## config.mk

```make
export PLATFORM = sky130hd
export DESIGN_NAME = wb_master_if
export DESIGN_NICKNAME = d
export VERILOG_FILES = /design/src/rtl/wb_master_if.sv
export SDC_FILE = /design/constraint.sdc
export NUM_CORES = 1
export LEC_CHECK = 0
export ABC_AREA = 1
export CAP_MARGIN = 5
export CORE_ASPECT_RATIO = 1.4
export CORE_MARGIN = 2
export CORE_UTILIZATION = 40
export DETAILED_ROUTE_END_ITERATION = 7
export PLACE_DENSITY = 0.85
export SYNTH_ARGS = -nofsm -noshare
export SYNTH_HDL_FRONTEND = slang
export SYNTH_SLANG_ARGS = --single-unit
```

## constraint.sdc

```tcl
create_clock -name clk -period 1.55 [get_ports clk]
set_clock_uncertainty 0.1 [all_clocks]
set_input_delay 0.31 -clock clk [delete_from_list [all_inputs] [get_ports clk]]
set_output_delay 0.31 -clock clk [all_outputs]
set_load 0.01 [all_outputs]
```

## src/rtl/wb_master_if.sv

```systemverilog
// Single-outstanding Wishbone master bridging CPU load/store requests onto the bus,
// with optional cycle timeout, pipeline flush and stall-hold of the returned data.
module wb_master_if #(
  parameter int unsigned TIMEOUT  = 255,
  parameter logic [31:0] ERR_WORD = 32'hDEADBEEF
) (
  input  logic        clk,
  input  logic        rst,
  input  logic        cpu_ce_i,
  input  logic [31:0] cpu_addr_i,
  input  logic [31:0] cpu_data_i,
  input  logic        cpu_we_i,
  input  logic [3:0]  cpu_sel_i,
  input  logic [5:0]  stall_i,
  input  logic        flush_i,
  output logic [31:0] cpu_data_o,
  output logic        stallreq_o,
  output logic        bus_err_o,
  input  logic [31:0] wb_data_i,
  input  logic        wb_ack_i,
  output logic [31:0] wb_addr_o,
  output logic [31:0] wb_data_o,
  output logic        wb_we_o,
  output logic [3:0]  wb_sel_o,
  output logic        wb_stb_o,
  output logic        wb_cyc_o
);

  typedef enum logic [1:0] {IDLE, BUSY, WAIT_STALL} state_t;

  // Counter only has to reach TIMEOUT-1: the abort happens on that BUSY cycle.
  localparam int CW = (TIMEOUT > 1) ? $clog2(TIMEOUT) : 1;
  localparam logic [CW-1:0] TO_LAST = CW'((TIMEOUT == 0) ? 0 : TIMEOUT - 1);

  state_t          state_reg;
  logic [31:0]     rd_buf_reg;
  logic [CW-1:0]   cnt_reg;
  logic            timeout_hit;
  logic            bus_done;

  assign timeout_hit = (TIMEOUT != 0) && (state_reg == BUSY) && !wb_ack_i
                       && (cnt_reg == TO_LAST);
  assign bus_done    = (state_reg == BUSY) && (flush_i || wb_ack_i || timeout_hit);

  assign stallreq_o = ((state_reg == IDLE) && cpu_ce_i && !flush_i) ||
                      ((state_reg == BUSY) && !wb_ack_i && !timeout_hit);

  assign cpu_data_o = ((state_reg == BUSY) && wb_ack_i && !wb_we_o) ? wb_data_i : rd_buf_reg;

  always_ff @(posedge clk or negedge rst) begin
    if (!rst) begin
      state_reg  <= IDLE;
      rd_buf_reg <= '0;
      cnt_reg    <= '0;
      bus_err_o  <= 1'b0;
      wb_addr_o  <= '0;
      wb_data_o  <= '0;
      wb_we_o    <= 1'b0;
      wb_sel_o   <= '0;
      wb_stb_o   <= 1'b0;
      wb_cyc_o   <= 1'b0;
    end else begin
      bus_err_o <= 1'b0;
      if (bus_done) begin
        wb_addr_o <= '0;
        wb_data_o <= '0;
        wb_we_o   <= 1'b0;
        wb_sel_o  <= '0;
        wb_stb_o  <= 1'b0;
        wb_cyc_o  <= 1'b0;
      end
      case (state_reg)
        IDLE: begin
          if (cpu_ce_i && !flush_i) begin
            wb_addr_o <= cpu_addr_i;
            wb_data_o <= cpu_data_i;
            wb_we_o   <= cpu_we_i;
            wb_sel_o  <= cpu_sel_i;
            wb_stb_o  <= 1'b1;
            wb_cyc_o  <= 1'b1;
            cnt_reg   <= '0;
            state_reg <= BUSY;
          end
        end
        BUSY: begin
          // Flush beats ack, and an ack in the final cycle beats the timeout.
          if (flush_i) begin
            rd_buf_reg <= '0;
            state_reg  <= IDLE;
          end else if (wb_ack_i) begin
            if (!wb_we_o) rd_buf_reg <= wb_data_i;
            state_reg <= (stall_i != 6'd0) ? WAIT_STALL : IDLE;
          end else if (timeout_hit) begin
            rd_buf_reg <= ERR_WORD;
            bus_err_o  <= 1'b1;
            state_reg  <= (stall_i != 6'd0) ? WAIT_STALL : IDLE;
          end else if (TIMEOUT != 0) begin
            cnt_reg <= cnt_reg + 1'b1;
          end
        end
        WAIT_STALL: begin
          if (flush_i) begin
            rd_buf_reg <= '0;
            state_reg  <= IDLE;
          end else if (stall_i == 6'd0) begin
            state_reg <= IDLE;
          end
        end
        default: state_reg <= IDLE;
      endcase
    end
  end

endmodule
```

# Yosys cells after proc, flatten, opt, wreduce, memory -nomap -nowiden
# Cells that the tools add are included.
dict set report classes {
  addsub 1
  n_eq_ne 11
  mux 42
  n_reduce_logical 24
}
# op n
set op_table {}
lappend op_table {{32-bit 2-to-1 mux} 12}
lappend op_table {{32-bit one-hot mux with 2 select lines} 1}
lappend op_table {{8-bit 2-to-1 mux} 4}
lappend op_table {{8-bit one-hot mux with 2 select lines} 1}
lappend op_table {{2-bit 2-to-1 mux} 7}
lappend op_table {{1-bit 2-to-1 mux} 13}
lappend op_table {{4-bit 2-to-1 mux} 3}
lappend op_table {{1-bit logical AND} 9}
lappend op_table {{8-bit by 1-bit adder with 8-bit output (second input constant)} 1}
lappend op_table {{8-bit equality test (second input constant)} 1}
lappend op_table {{2-bit inequality test (second input constant)} 4}
lappend op_table {{4-bit inequality test (second input constant)} 2}
lappend op_table {{6-bit logical NOT} 1}
lappend op_table {{2-bit one-hot mux with 3 select lines} 1}
lappend op_table {{6-bit nonzero test} 1}
lappend op_table {{5-bit AND reduction} 1}
lappend op_table {{1-bit logical NOT} 4}
lappend op_table {{4-bit AND reduction} 1}
lappend op_table {{2-bit nonzero test} 2}
lappend op_table {{1-bit logical OR} 3}
lappend op_table {{3-bit inequality test (second input constant)} 1}
lappend op_table {{3-bit AND reduction} 1}
lappend op_table {{2-bit by 1-bit equality test with 1-bit output (second input constant)} 1}
lappend op_table {{2-bit equality test (second input constant)} 1}
lappend op_table {{other kinds (2)} 2}
dict set report word_totals {
  reg_bits 114
  input_bits 112
  word_cells 88
}

# Logic depth before layout (Yosys ltp)
# Gate-level depths: netlist of the first run.
dict set report depth {
  word_depth 8
  ltp_mapped 10
  mapped_depth_nobuf 9
}

# Worst setup path before layout of the first run
# No wires, ideal clock.
dict set report synth_timing {
  path_kind {reg2out}
  startpoint {register state_reg[1]}
  endpoint {output cpu_data_o[10]}
  arrival_time_ps 1301
  required_time_ps 1140
  slack_ps -161
  path_stages_with_launch 7
  path_buffers 1
  cell_sequence {dfrtp_1 inv_2 nand2_2 inv_2 nand2_1 clkbuf_1 o21ai_0}
}
dict set report synth_via {
  elab_chain_cells 4
}
# item line_no
set synth_rtl {}
lappend synth_rtl {{from (decl)} 35} ;# state_t state_reg;
lappend synth_rtl {{from (signal assigned)} 92} ;# state_reg <= (stall_i != 6'd0) ? WAIT_STALL : IDLE;
lappend synth_rtl {{from (signal assigned)} 96} ;# state_reg <= (stall_i != 6'd0) ? WAIT_STALL : IDLE;
lappend synth_rtl {{2-bit by 1-bit equality test with 1-bit output} 48} ;# assign cpu_data_o = ((state_reg == BUSY) && wb_ack_i && !wb_we_o) ? wb_data_i : rd_buf_reg;
lappend synth_rtl {{1-bit logical AND (2 in series)} 48}
lappend synth_rtl {{32-bit 2-to-1 mux} 48}
lappend synth_rtl {{to (decl)} 16} ;# output logic [31:0] cpu_data_o,
# No other way between the ends.

# Worst setup path in the final report of the first run
dict set report layout_timing {
  startpoint {register wb_we_o}
  endpoint {output cpu_data_o[3]}
}
dict set report layout_via {
  elab_chain_cells 3
}
# item line_no
set layout_rtl {}
lappend layout_rtl {{from (decl)} 23} ;# output logic wb_we_o,
lappend layout_rtl {{from (signal assigned)} 77} ;# wb_we_o <= cpu_we_i;
lappend layout_rtl {{1-bit logical NOT} --}
lappend layout_rtl {{1-bit logical AND} 48}
lappend layout_rtl {{32-bit 2-to-1 mux} 48}
# No other way between the ends.

==> summary.md, run 1 <==
| Metric | Value |
|---|---|
| Std cell rows | 51 |
| Synth warn | 0 |
| Area fraction of the dominant cell type after synthesis | 50.3% |
| Peak ir drop on the vdd network | 745 uV |
| Number of distinct standard cells referenced by the synthesized netlist | 29 |
| Number of diodes added for antenna fixing | 0 |
| Top library cells by usage in the layout, fill and taps aside | sky130_fd_sc_hd__nand2_1, sky130_fd_sc_hd__dfrtp_1, sky130_fd_sc_hd__clkdlybuf4s50_1 |
| Initial DRT Pass Iterations | 5 |
| Seq/Total Area, Yosys | 50.3% |
| Most used flip-flop cell after synthesis | sky130_fd_sc_hd__dfrtp_1 |
| Avg Cell Area, Syn | 8.25 um^2 |
| Final standard cell utilization of the core | 74.1% |
| PortBufs | 216 |
| Final layout net count | 1122 |
| Final setup violation count | 145 |
| Via-to-Cell Ratio | 5.20 |
| Clk pin slew, worst setup/hold paths | 0.06 ns |
| Root buf cell | sky130_fd_sc_hd__clkbuf_16 |
| Top area cells in the synthesized netlist | sky130_fd_sc_hd__dfrtp_1, sky130_fd_sc_hd__nand2_1, sky130_fd_sc_hd__inv_1 |
| Clk sinks | 114 |
| Post-synth ARST share | 100% |
| Detailed-placement wirelength estimate | 12.0 mm |
| Fraction of layout instances using a drive strength above 1 | 31.5% |
| Crit-path max FO | 6 |
| Total power per unit cell area | 1120 mW/mm^2 |
| Startpoint class of the critical path | register |
| Worst slack, placed | -0.808 ns |
| Final global-route overflow total | 0 |
| Sw Share | 31.9% |
| Die height | 145 um |
| Number of nets still failing antenna checks after routing | 0 |
| Post-layout minimum cycle time | 2.08 ns |
| Total routing usage reported by global routing | 26.2% |
| Required time at the endpoint of the critical path | 1.14 ns |
| TritonCTS Buffers | 17 |
| DR DRC count | 0 |
| Reported net switching power | 3.69 mW |
| Post-synthesis to final-layout area growth | 81.8% |
| Violated checks | setup timing |
| Critical path start-end classification | reg2out |
| Wirelength per Cell | 17.9 um |
| Endpoint class of the critical path | output port |
| CTS max path bufs | 2 |
| Cell taking the most area after synthesis | sky130_fd_sc_hd__dfrtp_1 |
| Synthesized instance count | 687 |
| Number of global-route vias before repair | 6190 |
| Final wirelength | 21.6 mm |
| Routability congestion estimate from global placement | 0.848 |
| First-pass GRT wire length | 31.4 mm |
| Worst slew margin relative to its limit | 72.3% |
| Internal power | 7.89 mW |
| DIE AREA | 0.0151 mm^2 |
| Final cell count without fillers | 1206 |
| Status | finished, violations left |
| Compound-Gate Fraction of Synth Area | 14.9% |
| Number of failing hold endpoints at the final stage | 0 |
| XOR/XNOR Fraction of Synth Area | 0% |
| Final total power | 11.6 mW |
| Max-cap violation count | 0 |
| Post-route cell area | 0.0103 mm^2 |
| Count of fill cells added during filler insertion | 960 |
| Core area | 0.0139 mm^2 |
| Proportion of synthesized area in mux cells | 0% |
| Overall die width | 105 um |
| Setup total negative slack | -36.32 ns |
| Io pins | 217 |
| Most common library cell in the layout ignoring fill and taps | sky130_fd_sc_hd__nand2_1 |
| Fin Hold WS | 0.290 ns |
| Post-Synth Adder-Cell Area | 0.442% |
| Placed standard-cell area | 0.00868 mm^2 |
| Relative contribution of the clock network to total power | 33.0% |
| Transition at the pin with the smallest max-transition slack | 0.415 ns |
| Largest net degree at the start of global routing | 90 |
| Unrepaired setup endpoints after global routing | true |
| Max Freq | 0.482 GHz |
| Netlist area before placement | 0.00567 mm^2 |
| Combinational family with the most area after synthesis | simple AND/OR/NAND/NOR gates |
| TritonCTS clock tree | built |
| Number of synthesized flops with an enable pin | 0 |
| Relative contribution of combinational cells to total power | 32.9% |
| H-tree depth reported by CTS | 4 |
| Via total after detailed routing | 6274 |
| Final slew viol count | 0 |
| Nets in the synthesized netlist | 801 |
| DRT iter0 DRCs | 437 |
| Fraction of power consumed by sequential logic | 34.1% |
| Post-layout worst setup margin | -0.526 ns |
| Skew-Pair Late Insertion Delay | 0.40 ns |
| Cell count after placement | 1120 |
| Simple-gate area share of the yosys netlist | 22.3% |
| Number of antenna violations at the first check in global routing | 0 |
| Leakage Power | 5.35 nW |
| Initial Util | 40.7% |
| Worst EP arrival | 1.67 ns |
| Count of state elements after synthesis | 114 |
| Class of the most critical hold timing path | in2async |
| Final period utilization | 134% |
==> routing by layer <==
layer / wire length [um] / part of all wire [%] / vias to the layer above / GRT usage, %
li1: - / - / 2885 / -
met4: 1000 / 4.6 / 0 / 15.6
met1: 7920 / 37 / 2992 / 29.8
met5: 0 / 0 / - / 0
met3: 1440 / 6.7 / 74 / 6.63
met2: 11300 / 52 / 323 / 44.9
==> final cells by class <==
cell class	count	area [um^2]	area share, %
Clock inverter	13	136	1.32
Tap cell	185	231	2.25
Timing Repair Buffer	346	3590	34.9
Clock buffer	19	443	4.30
Sequential cell	114	2850	27.7
Inverter	115	434	4.21
Multi-Input combinational cell	414	2610	25.4
==> worst paths after layout <==
kind                       depth (start not counted)            from              to  slack [ns]
hold / removal                                     2             rst   rd_buf_reg[5]        0.29
hold reg to reg                                    2  rd_buf_reg[20]  rd_buf_reg[20]        0.39
setup / recovery                                   7         wb_we_o   cpu_data_o[3]       -0.53
setup reg to reg                                  11    state_reg[1]   rd_buf_reg[6]       -0.25
min in group clk                                   3  cpu_data_i[20]   wb_data_o[20]        0.37
max in group asynchronous                          3             rst    wb_data_o[3]        0.52
==> cell usage after synthesis, types with 5 or more instances <==
master / n
sky130_fd_sc_hd__a21oi_1: 25
sky130_fd_sc_hd__buf_2: 12
sky130_fd_sc_hd__buf_4: 5
sky130_fd_sc_hd__buf_6: 5
sky130_fd_sc_hd__clkbuf_1: 24
sky130_fd_sc_hd__dfrtp_1: 114
sky130_fd_sc_hd__inv_1: 112
sky130_fd_sc_hd__nand2_1: 189
sky130_fd_sc_hd__nand2_2: 12
sky130_fd_sc_hd__nand3_1: 13
sky130_fd_sc_hd__nand4_1: 33
sky130_fd_sc_hd__nor2_1: 7
sky130_fd_sc_hd__nor3_1: 8
sky130_fd_sc_hd__o21ai_0: 38
sky130_fd_sc_hd__o22ai_1: 59
sky130_fd_sc_hd__o22ai_2: 10
==> worst max-delay path: stages, from the launching register on <==
cell and delay, ns:
sky130_fd_sc_hd__dfrtp_1 0.42, sky130_fd_sc_hd__nor2_4 0.21, sky130_fd_sc_hd__nand2_8 0.13, sky130_fd_sc_hd__buf_8 0.16, sky130_fd_sc_hd__buf_6 0.11, sky130_fd_sc_hd__nand2_2 0.05, sky130_fd_sc_hd__o21ai_2 0.05, sky130_fd_sc_hd__buf_2 0.13
==> power groups by stage <==
stage	clock, mW	combinational, mW	sequential (mW)
after detailed placement	0	3.47	3.92
after global placement	0	3.37	3.90
final	3.82	3.81	3.95
after CTS	3.87	3.50	3.90
after floorplan	0	1.40	4.02
after global routing	4.04	4.09	4.00
==> timing repair <==
| action | in CTS | in global routing |
|---|---|---|
| setup buffers | 24 | 13 |
| gates cloned | 14 | 7 |
| hold endpoints to repair | 22 | 0 |
| pin swaps | 10 | 10 |
| resized for setup | 281 | 54 |
| setup endpoints to repair | 214 | 147 |
| hold buffers | 1 | 0 |
==> kinds of logic (layout without fill, tap and decap cells) <==
family / count (synthesis) / in the layout
simple gates: 273 / 275
buf+inv: 161 / 493
compound gates: 137 / 137
flops: 114 / 114
fa+ha+maj: 2 / 2
Note: power is estimated with default switching activity, not from simulation.
==> run 2, diff against run 1 <==
--- a/config.mk
+++ b/config.mk
@@ -11,6 +11,7 @@
 export CORE_MARGIN = 2
 export CORE_UTILIZATION = 40
 export DETAILED_ROUTE_END_ITERATION = 7
+export HOLD_SLACK_MARGIN = 0.02
 export PLACE_DENSITY = 0.85
 export SYNTH_ARGS = -nofsm -noshare
 export SYNTH_HDL_FRONTEND = slang
==> results of run 2 <==
No change in the layout: final DEF, timing and power equal those of run 1.
==> run 3, diff against run 2 <==
--- a/config.mk
+++ b/config.mk
@@ -12,7 +12,7 @@
 export CORE_UTILIZATION = 40
 export DETAILED_ROUTE_END_ITERATION = 7
 export HOLD_SLACK_MARGIN = 0.02
-export PLACE_DENSITY = 0.85
+export PLACE_DENSITY = 0.77
 export SYNTH_ARGS = -nofsm -noshare
 export SYNTH_HDL_FRONTEND = slang
 export SYNTH_SLANG_ARGS = --single-unit
==> constraint.sdc (replaced) <==
create_clock -name clk -period 1.9 [get_ports clk]
set_clock_uncertainty 0.1 [all_clocks]
set_input_delay 0.38 -clock clk [delete_from_list [all_inputs] [get_ports clk]]
set_output_delay 0.38 -clock clk [all_outputs]
set_load 0.01 [all_outputs]
==> run 3 against run 2 <==
The flow still finishes with violations (setup timing); critical path depth increased by 1; first-iteration DRC count down 34%; global-route usage shrank 3.9 points; die area did not move; utilization decreased by 7.2 points; non-clock buffer count fell by 39; clock power fell by 21%; hold slack improved by 0.033 ns; cell count decreased by 3.4%; combinational power fell by 25%; total power fell by 22%; largest power group unchanged; highest routed layer unchanged.
==> summary.md, run 3 (synthesis results as in run 1) <==
| Metric | Value |
|---|---|
| Status | finished, violations left |
| Violated checks | setup timing |
| Endpoint class of the critical path | output port |
| DIE AREA | 0.0151 mm^2 (unchanged) |
| Fraction of layout instances using a drive strength above 1 | 23.6% (-8.0 points) |
| Total routing usage reported by global routing | 22.4% (-3.9 points) |
| Worst EP arrival | 1.58 ns (-0.09 ns) |
| Die height | 145 um (unchanged) |
| Post-layout minimum cycle time | 2.06 ns |
| Root buf cell | sky130_fd_sc_hd__clkbuf_16 |
| Internal power | 6.24 mW (-21%) |
| Crit-path max FO | 8 (+2) |
| Worst reg2reg path startpoint | cnt_reg[0] |
| Footprint of the flip-flops and latches | 0.00285 mm^2 (unchanged) |
| Top library cells by usage in the layout, fill and taps aside | sky130_fd_sc_hd__clkdlybuf4s50_1, sky130_fd_sc_hd__nand2_1, sky130_fd_sc_hd__dfrtp_1 |
| Number of failing hold endpoints at the final stage | 0 (unchanged) |
| Leakage Power | 4.66 nW (-13%) |
| Max-cap violation count | 0 (unchanged) |
| Final total power | 9.05 mW (-22%) |
| Worst slack, placed | -0.627 ns (+0.181 ns) |
| Reported net switching power | 2.82 mW (-24%) |
| Peak ir drop on the vdd network | 580 uV (-22%) |
| Cell family with the largest share of critical-path delay | buffers and inverters |
| Cell count after placement | 1114 (-0.54%) |
| PortBufs | 216 (unchanged) |
| Initial DRT Pass Iterations | 4 (-1) |
| Series of cell instances along the critical path | inv_2, nand2_4, inv_4, nand2_8, clkbuf_16, nand2_2, o21ai_2, buf_2 |
| Post-layout worst setup margin | -0.157 ns (+0.369 ns) |
| Fraction of power consumed by sequential logic | 35.2% (+1.1 points) |
| Worst slew margin relative to its limit | 69.6% (-2.7 points) |
| Detailed-placement wirelength estimate | 11.2 mm (-6.8%) |
| Relative contribution of combinational cells to total power | 31.6% (-1.3 points) |
| Final period utilization | 108% |
| Via total after detailed routing | 5706 (-9.1%) |
| First-pass GRT wire length | 27.1 mm (-14%) |
| Required time at the endpoint of the critical path | 1.42 ns (+0.28 ns) |
| Worst-case register-to-register setup slack | 0.04 ns (+0.29 ns) |
| Clk pin slew, worst setup/hold paths | 0.06 ns (about the same) |
| Sw Share | 31.1% (-0.75 points) |
| Fin Hold WS | 0.323 ns (+0.0333 ns) |
| Number of diodes added for antenna fixing | 0 (unchanged) |
| Wirelength per Cell | 14.8 um (-17%) |
| Std cell rows | 51 (unchanged) |
| Number of nets still failing antenna checks after routing | 0 (unchanged) |
| Number of global-route vias before repair | 5492 (-11%) |
| Final standard cell utilization of the core | 66.8% (-7.2 points) |
| End of the worst register-to-register path | cnt_reg[0] |
| Via-to-Cell Ratio | 4.90 (-5.9%) |
| DRT iter0 DRCs | 288 (-34%) |
| Number of buffer and inverter stages on the critical path | 4 (+1) |
| Critical path start-end classification | reg2out |
| Final layout net count | 1081 (-3.7%) |
| Largest net degree at the start of global routing | 107 (+19%) |
| Final setup violation count | 33 (-77%) |
| Io pins | 217 (unchanged) |
| Total power per unit cell area | 974 mW/mm^2 (-13%) |
| Slowest stage cell, crit path | sky130_fd_sc_hd__dfrtp_1 |
| Final slew viol count | 0 (unchanged) |
| Clk sinks | 114 (unchanged) |
| TritonCTS Buffers | 17 (unchanged) |
| Final cell count without fillers | 1165 (-3.4%) |
| DR DRC count | 0 (unchanged) |
| Max Freq | 0.486 GHz |
| CTS max path bufs | 2 (unchanged) |
| Post-synthesis to final-layout area growth | 64.0% |
| Overall die width | 105 um (unchanged) |
| Multi-input gate area | 0.00231 mm^2 (-12%) |
| Highest cell delay on the worst timing path | 0.39 ns (-0.03 ns) |
| Transition at the pin with the smallest max-transition slack | 0.456 ns (+0.0407 ns) |
| Skew-Pair Late Insertion Delay | 0.40 ns (about the same) |
| H-tree depth reported by CTS | 4 (unchanged) |
| Class of the most critical hold timing path | in2async |
| Startpoint class of the critical path | register |
| TritonCTS clock tree | built |
| Core area | 0.0139 mm^2 (unchanged) |
| Relative contribution of the clock network to total power | 33.2% (+0.2 points) |
| Initial Util | 40.7% (unchanged) |
| Worst Reg2Reg Path Length in Cells | 11 (unchanged) |
| Most common library cell in the layout ignoring fill and taps | sky130_fd_sc_hd__clkdlybuf4s50_1 |
| Number of antenna violations at the first check in global routing | 0 (unchanged) |
| Final wirelength | 17.3 mm (-20%) |
| Routability congestion estimate from global placement | 0.787 (-7.1%) |
| Unrepaired setup endpoints after global routing | true |
| Count of fill cells added during filler insertion | 1123 (+17%) |
| Final global-route overflow total | 0 (unchanged) |
[run 3: cell types whose count changed in the layout (fill, tap and decap cells not counted), moves of 9 or more]
cell | previous run | this run
sky130_fd_sc_hd__o21ai_2 | 33 | 20
sky130_fd_sc_hd__nand2_1 | 152 | 174
sky130_fd_sc_hd__buf_12 | 21 | 9
sky130_fd_sc_hd__dlygate4sd2_1 | 72 | 2
sky130_fd_sc_hd__o22ai_1 | 50 | 59
sky130_fd_sc_hd__nand2_2 | 38 | 23
sky130_fd_sc_hd__buf_6 | 19 | 5
sky130_fd_sc_hd__buf_16 | 13 | 4
sky130_fd_sc_hd__clkdlybuf4s50_1 | 109 | 180
sky130_fd_sc_hd__o21ai_1 | 6 | 15
[run 3: per-stage QoR]
stage / cell area, um^2 / setup TNS (ns)
2_1_floorplan: 5670 / 0
3_3_place_gp: 8480 / -41.39
3_5_place_dp: 8480 / -43.90
4_1_cts: 9190 / -4.35
5_1_grt: 9300 / -6.96
6_report: 9300 / -4.36
[run 3: cell type report]
| class | count | share of cell area (%) |
|---|---|---|
| multi-input cells | 412 | 24.8 |
| clock buffers | 17 | 4.58 |
| repair buffers | 307 | 31.3 |
| well taps | 185 | 2.49 |
| clock inverters | 15 | 1.47 |
| flip-flops and latches | 114 | 30.7 |
| inverters | 115 | 4.67 |
[run 3: worst max path at each step]
stage / endpoint / from / depth (start not counted)
after floorplan: cpu_data_o[10] / state_reg[1] / 6
after global placement: cpu_data_o[30] / wb_ack_i / 7
after detailed placement: cpu_data_o[14] / wb_ack_i / 7
after CTS: cpu_data_o[10] / wb_we_o / 5
after global routing: cpu_data_o[0] / state_reg[1] / 7
final: cpu_data_o[9] / state_reg[1] / 8
[run 3: layer usage]
layer / track usage [%] / share of wire, % / vias to the layer above
met5: 0 / 0 / -
met4: 7.16 / 1.9 / 0
met3: 6.49 / 6.6 / 23
met2: 40.7 / 52 / 187
met1: 25.3 / 40 / 2687
li1: - / - / 2809
[run 3: worst reg2reg max path, delay by kind of cell, from the launching register on]
kind | cells | cell delay, ns
buffers and inverters | 10 | 1.09
AOI/OAI and AO/OA | 1 | 0.18
DFF | 1 | 0.37
[run 3: repair_timing]
item / 4_1_cts / 5_1_grt
setup buffers: 12 / 3
hold buffers: 1 / 0
hold endpoints to repair: 22 / 0
gates cloned: 4 / 1
pin swaps: 4 / 2
gates resized for setup: 188 / 33
endpoints found under the setup margin: 34 / 34
[run 3: power groups by stage]
| stage | Sequential, mW | Combinational [mW] | Clock (mW) |
|---|---|---|---|
| 6_report | 3.19 | 2.86 | 3.01 |
| 5_1_grt | 3.23 | 3.11 | 3.18 |
| 4_1_cts | 3.17 | 2.79 | 3.06 |
| 3_5_place_dp | 3.18 | 2.69 | 0 |
| 3_3_place_gp | 3.20 | 2.62 | 0 |
| 2_1_floorplan | 3.28 | 1.03 | 0 |
